### src/rtl/burst_demux1to8_if.sv
// Beat stream in, one-hot routed beat stream out, plus completion report.
// master drives beats and per-port ready; slave is the demultiplexer.
interface burst_demux1to8_if #(
    parameter int LEN_W = 5
);
    logic             InValid;
    logic             InReady;
    logic [7:0]       InData;
    logic [2:0]       InSel;
    logic             InLast;
    logic [7:0]       OutData;
    logic [7:0]       OutValid;
    logic             OutLast;
    logic [7:0]       OutReady;
    logic             DoneStrobe;
    logic [2:0]       DoneSel;
    logic [LEN_W-1:0] DoneLen;
    logic             ErrOvf;

    modport master (
        output InValid, InData, InSel, InLast, OutReady,
        input  InReady, OutData, OutValid, OutLast,
        input  DoneStrobe, DoneSel, DoneLen, ErrOvf
    );

    modport slave (
        input  InValid, InData, InSel, InLast, OutReady,
        output InReady, OutData, OutValid, OutLast,
        output DoneStrobe, DoneSel, DoneLen, ErrOvf
    );
endinterface

### src/rtl/burst_demux1to8.sv
// Registered 1:8 burst demultiplexer: locks the destination for a burst,
// caps burst length at MAX_BURST and reports each completed burst.
module burst_demux1to8 #(
    parameter int MAX_BURST = 16,
    parameter int LEN_W     = 5
) (
    input logic Clk,
    input logic Rst_n,
    burst_demux1to8_if.slave bus
);
    typedef enum logic {IDLE, BURST} state_t;

    state_t           state_q;
    logic [LEN_W-1:0] cnt_q;
    logic [2:0]       cursel_q;
    logic             full_q;
    logic [7:0]       data_q;
    logic             last_q;
    logic [2:0]       regsel_q;
    logic             done_q;
    logic [2:0]       donesel_q;
    logic [LEN_W-1:0] donelen_q;
    logic             ovf_q;

    logic             accept;
    logic             drain;
    logic [2:0]       dest_d;
    logic [LEN_W-1:0] cnt_d;
    logic             cap_d;
    logic             fin_d;
    logic             ovf_d;

    assign bus.InReady = ~full_q | bus.OutReady[regsel_q];
    assign accept      = bus.InValid & bus.InReady;
    assign drain       = full_q & bus.OutReady[regsel_q];

    // Destination and beat number of the beat offered this cycle
    always_comb begin
        dest_d = cursel_q;
        cnt_d  = cnt_q + 1'b1;
        if (state_q == IDLE) begin
            dest_d = bus.InSel;
            cnt_d  = LEN_W'(1);
        end
        cap_d = (cnt_d == LEN_W'(MAX_BURST));
        fin_d = bus.InLast | cap_d;
        ovf_d = ~bus.InLast & cap_d;
    end

    always_ff @(posedge Clk or negedge Rst_n) begin
        if (!Rst_n) begin
            state_q   <= IDLE;
            cnt_q     <= '0;
            cursel_q  <= '0;
            full_q    <= 1'b0;
            data_q    <= '0;
            last_q    <= 1'b0;
            regsel_q  <= '0;
            done_q    <= 1'b0;
            donesel_q <= '0;
            donelen_q <= '0;
            ovf_q     <= 1'b0;
        end else begin
            done_q <= 1'b0;
            ovf_q  <= 1'b0;
            if (accept) begin
                full_q   <= 1'b1;
                data_q   <= bus.InData;
                last_q   <= fin_d;
                regsel_q <= dest_d;
                cursel_q <= dest_d;
                cnt_q    <= cnt_d;
                state_q  <= fin_d ? IDLE : BURST;
                if (fin_d) begin
                    done_q    <= 1'b1;
                    donesel_q <= dest_d;
                    donelen_q <= cnt_d;
                    ovf_q     <= ovf_d;
                end
            end else if (drain) begin
                full_q <= 1'b0;
            end
        end
    end

    assign bus.OutData    = data_q;
    assign bus.OutLast    = last_q;
    assign bus.OutValid   = full_q ? (8'b1 << regsel_q) : 8'b0;
    assign bus.DoneStrobe = done_q;
    assign bus.DoneSel    = donesel_q;
    assign bus.DoneLen    = donelen_q;
    assign bus.ErrOvf     = ovf_q;
endmodule

### src/flat_wrapper.sv
// flat-port wrapper written by rule: the top's interface ports become plain ports
module burst_demux1to8_flat 
#(
    parameter int MAX_BURST = 16,
    parameter int LEN_W     = 5
)
  (Clk, Rst_n, bus_InValid, bus_InData, bus_InSel, bus_InLast, bus_OutReady, bus_InReady, bus_OutData, bus_OutValid, bus_OutLast, bus_DoneStrobe, bus_DoneSel, bus_DoneLen, bus_ErrOvf);
  burst_demux1to8_if #(.LEN_W(LEN_W)) bus_i ();
  input logic Clk;
  input logic Rst_n;
  input wire logic [$bits(bus_i.InValid)-1:0] bus_InValid;
  input wire logic [$bits(bus_i.InData)-1:0] bus_InData;
  input wire logic [$bits(bus_i.InSel)-1:0] bus_InSel;
  input wire logic [$bits(bus_i.InLast)-1:0] bus_InLast;
  input wire logic [$bits(bus_i.OutReady)-1:0] bus_OutReady;
  output wire logic [$bits(bus_i.InReady)-1:0] bus_InReady;
  output wire logic [$bits(bus_i.OutData)-1:0] bus_OutData;
  output wire logic [$bits(bus_i.OutValid)-1:0] bus_OutValid;
  output wire logic [$bits(bus_i.OutLast)-1:0] bus_OutLast;
  output wire logic [$bits(bus_i.DoneStrobe)-1:0] bus_DoneStrobe;
  output wire logic [$bits(bus_i.DoneSel)-1:0] bus_DoneSel;
  output wire logic [$bits(bus_i.DoneLen)-1:0] bus_DoneLen;
  output wire logic [$bits(bus_i.ErrOvf)-1:0] bus_ErrOvf;
  assign bus_i.InValid = bus_InValid;
  assign bus_i.InData = bus_InData;
  assign bus_i.InSel = bus_InSel;
  assign bus_i.InLast = bus_InLast;
  assign bus_i.OutReady = bus_OutReady;
  assign bus_InReady = bus_i.InReady;
  assign bus_OutData = bus_i.OutData;
  assign bus_OutValid = bus_i.OutValid;
  assign bus_OutLast = bus_i.OutLast;
  assign bus_DoneStrobe = bus_i.DoneStrobe;
  assign bus_DoneSel = bus_i.DoneSel;
  assign bus_DoneLen = bus_i.DoneLen;
  assign bus_ErrOvf = bus_i.ErrOvf;
  burst_demux1to8 #(.MAX_BURST(MAX_BURST), .LEN_W(LEN_W)) u_core (.Clk(Clk), .Rst_n(Rst_n), .bus(bus_i));
endmodule
### config.mk
export PLATFORM = sky130hd
export DESIGN_NAME = burst_demux1to8_flat
export DESIGN_NICKNAME = d
export VERILOG_FILES = /design/src/rtl/burst_demux1to8_if.sv /design/src/rtl/burst_demux1to8.sv /design/src/flat_wrapper.sv
export SDC_FILE = /design/constraint.sdc
export NUM_CORES = 1
export LEC_CHECK = 0
export ABC_AREA = 1
export BUFFER_PORTS_ARGS = -buffer_cell sky130_fd_sc_hd__buf_2
export CAP_MARGIN = 20
export CELL_PAD_IN_SITES_DETAIL_PLACEMENT = 2
export CELL_PAD_IN_SITES_GLOBAL_PLACEMENT = 2
export CORE_MARGIN = 2
export CORE_UTILIZATION = 24
export CTS_CLUSTER_SIZE = 28
export DETAILED_ROUTE_END_ITERATION = 6
export HOLD_SLACK_MARGIN = 0.03
export PLACE_DENSITY_LB_ADDON = 0.1
export SETUP_SLACK_MARGIN = 0.1
export SYNTH_ARGS = -nofsm -noshare
export SYNTH_HDL_FRONTEND = slang
export SYNTH_SLANG_ARGS = --single-unit
export TNS_END_PERCENT = 30
### constraint.sdc
create_clock -name Clk -period 1.61 [get_ports Clk]
set_clock_uncertainty 0.15 [all_clocks]
set_input_delay 0.161 -clock Clk [delete_from_list [all_inputs] [get_ports Clk]]
set_output_delay 0.161 -clock Clk [all_outputs]
set_load 0.1 [all_outputs]
==> run_results.csv <==
group,metric,value,unit
layout,seqCellArea,727,sq um
sta,finalSetupViolCount,34,
die,die_h,80.8,um
global_routing,antenna_found_initial,0,
die,io_pins,51,
setup_path,regToRegSetupSlack,-0.20,ns
layout,multi_input_comb_area,737,sq um
die,coreArea,0.00561,sq mm
detailed_routing,drtIter0Drc,46,
clock_network,cts_root_buffer,"clkbuf_8",
die,die_w,80.8,um
clock_network,path_clk_slew,0.06,ns
flow_run,cap_violations,0,
synthesis,syn_inst,185,
setup_path,timing.rr.end,"u_core.cnt_q[1]",
sta,slew_violations,0,
setup_path,critPathKind,"register to output pin",
sta,fmax,543,MHz
setup_path,worst-path-max-fanout,6,
synthesis,synth_cell_types,19,
layout,nets,297,
synthesis,synth_seq_cells,29,
clock_network,htree_levels,2,
place,port_buffers,50,
worst_hold_path,hp-start,"bus_InValid",
setup_path,critPathLaunchType,"register",
detailed_routing,remaining_drc_errors,0,
place,gp_congestion,0.743,
clock_network,clk_path_buf_depth,2,
clock_network,clkLatencyLatePin,0.27,ns
synthesis,postSynthAreaPerCell,7.64,sq um
setup_path,r2r_cells,13,
synthesis,yosysWarnings,0,
worst_hold_path,holdPathStages,3,
place,placedInstanceArea,0.00206,sq mm
sta,fin_crit,1.84,ns
layout,n_antenna_cell,0,
worst_hold_path,min_path_type,"primary input to register",
status,violations,"setup timing",
sta,tightest_slew,0.678,ns
die,die_area,0.00652,sq mm
sta,rsz0062_at_grt,"yes",
detailed_routing,viasPerCell,4.53,
global_routing,track_usage,17.9,%
sta,slew_headroom,54.8,%
sta,setup_slack,-0.230,ns
die,rows,27,
layout,final_layout_size_suffix_gt1_share,45.3,%
setup_path,arrival,1.53,ns
setup_path,r2r-start,"u_core.cursel_q[0]",
layout,stdcell_area,0.00243,sq mm
place,hpwl,3.64,mm
layout,filler_cell_count,663,
global_routing,grt_max_degree,30,
die,start_util,25.2,%
synthesis,ys_seq_area_share,51.3,%
detailed_routing,dr.pass1.iters,4,
worst_hold_path,holdPathEnd,"u_core.bus.ErrOvf",
setup_path,cp-end-kind,"output pin",
setup_path,crit_required,1.30,ns
detailed_routing,drt_wl_total,5.29,mm
synthesis,synth_area,0.00141,sq mm
global_routing,first_global_vias,1789,
clock_network,cts_sinks,29,
sta,fin_crit_sh,114,%
detailed_routing,antenna_left,0,
status,run_status,"finished with violations",
global_routing,grt_first_pass_wirelength,8.75,mm
detailed_routing,vias,1566,
detailed_routing,route.detailed.wl_per_inst,15.3,um
synthesis,synthesis.nets,209,
layout,syn2layout_area_growth,71.9,%
clock_network,numCtsBuffers,5,
sta,timing_hold_violations_final,0,
clock_network,cts_tree,"built",
global_routing,overflow,0,
[metrics by stage]
| step | hold slack (ns) | TNS [ns] | util (%) | setup WS [ns] | std cells |
|---|---|---|---|---|---|
| 2_1_floorplan | -0.285 | -2.34 | - | -0.139 | 185 |
| 3_3_place_gp | 0.0941 | -1.12 | 36.7 | -0.0838 | 321 |
| 3_5_place_dp | 0.0921 | -5.10 | 36.7 | -0.295 | 321 |
| 4_1_cts | 0.111 | -3.70 | 42.4 | -0.234 | 344 |
| 5_1_grt | 0.121 | -9.16 | 43.3 | -0.333 | 346 |
| 6_report | 0.114 | -4.65 | 43.3 | -0.230 | 346 |
[how the worst max path moves through the flow]
stage | startpoint | endpoint | slack [ns] | cells past startpoint
CTS | u_core.cursel_q[0] | bus_InReady | -0.23 | 9
detailed placement | u_core.cursel_q[0] | u_core.cnt_q[1] | -0.29 | 10
global placement | u_core.cnt_q[0] | u_core.bus.DoneLen[2] | -0.08 | 9
global route | u_core.cursel_q[0] | bus_InReady | -0.33 | 9
floorplan | u_core.cursel_q[2] | bus_OutValid[0] | -0.14 | 3
finish | u_core.cursel_q[0] | bus_InReady | -0.23 | 9
[metal layers]
metal | track usage, % | routed length, um | vias up
li1 | - | - | 742
met1 | 18.7 | 1950 | 789
met2 | 36.5 | 3110 | 29
met3 | 3.44 | 181 | 6
met4 | 4.07 | 43 | 0
met5 | 0 | 0 | -
[logic make-up (layout without fill, tap and decap cells)]
family,Yosys count,count (layout),share of synthesized area [%]
compound gates,10,10,3.54
fa+ha+maj,1,1,0.885
buf+inv,22,110,8.23
flops,29,29,51.3
simple gates,123,124,36.0
[cells in the final DEF, fill, tap and decap left out]
master	Yosys	routed
clkbuf_8	0	5
nand2_2	2	7
nand2_8	0	2
nand3b_1	1	1
a21oi_1	3	3
dfrtp_2	0	1
buf_2	2	41
clkinv_4	1	1
o21ai_1	0	1
buf_4	1	21
nand2_4	1	4
buf_12	0	11
nand2_1	82	73
nor3_2	1	1
nor2_1	19	6
buf_8	0	1
nand3_2	0	4
nand3_1	14	10
clkinv_2	0	2
nor2_4	0	5
o21ai_0	7	5
nand4_1	1	1
inv_8	0	1
dlygate4sd3_1	0	10
dfrtp_1	29	28
clkbuf_1	0	1
inv_1	14	11
nor2_2	2	10
ha_4	0	1
buf_6	3	2
inv_2	1	3
o21ai_2	0	1
[final cells by class]
class,instances,area share (%)
clock buffers,6,2.99
flip-flops and latches,29,29.9
inverters,16,2.99
multi-input cells,135,30.3
well taps,72,3.71
repair buffers,86,29.7
clock inverters,2,0.412
[critical path, stage by stage, from the launching register on]
cell and delay, ns:
dfrtp_2 0.46, clkinv_4 0.10, nand2_1 0.06, nand2_1 0.07
nand2_1 0.05, nand3_1 0.09, nand2_2 0.08, buf_6 0.13
inv_8 0.05, buf_12 0.16
[synthesized netlist by cell type, drive strengths merged]
library cell  number  area, sq um
a21oi              3         15.0
nand3b             1         7.51
dfrtp             29          726
clkinv             1         8.76
nand2             85          332
nor2              21         83.8
inv               15         56.3
buf                6         51.3
nand4              1         6.26
nand3             14         70.1
o21ai              7         35.0
nor3               1         10.0
ha                 1         12.5
[registers in the layout, indices dropped and copies added, names as in the netlist]
signal / flops
u_core.state_q: 1
u_core.bus.ErrOvf: 1
u_core.full_q: 1
u_core.bus.DoneSel: 3
u_core.bus.DoneLen: 5
u_core.cnt_q: 5
u_core.bus.OutData: 8
u_core.cursel_q: 3
u_core.bus.OutLast: 1
u_core.bus.DoneStrobe: 1
[what timing repair did]
action | in CTS | in global routing
hold buffers | 10 | 0
gates resized for setup | 27 | 12
buffers inserted | 4 | 2
pin swaps | 13 | 8
endpoints found under the hold margin | 39 | 0
endpoints found under the setup margin | 37 | 38
gates cloned | 1 | 0
Power is left out: the tool's default activity adds up to more than one toggle a clock period on the data nets, which glitch-free logic cannot reach.
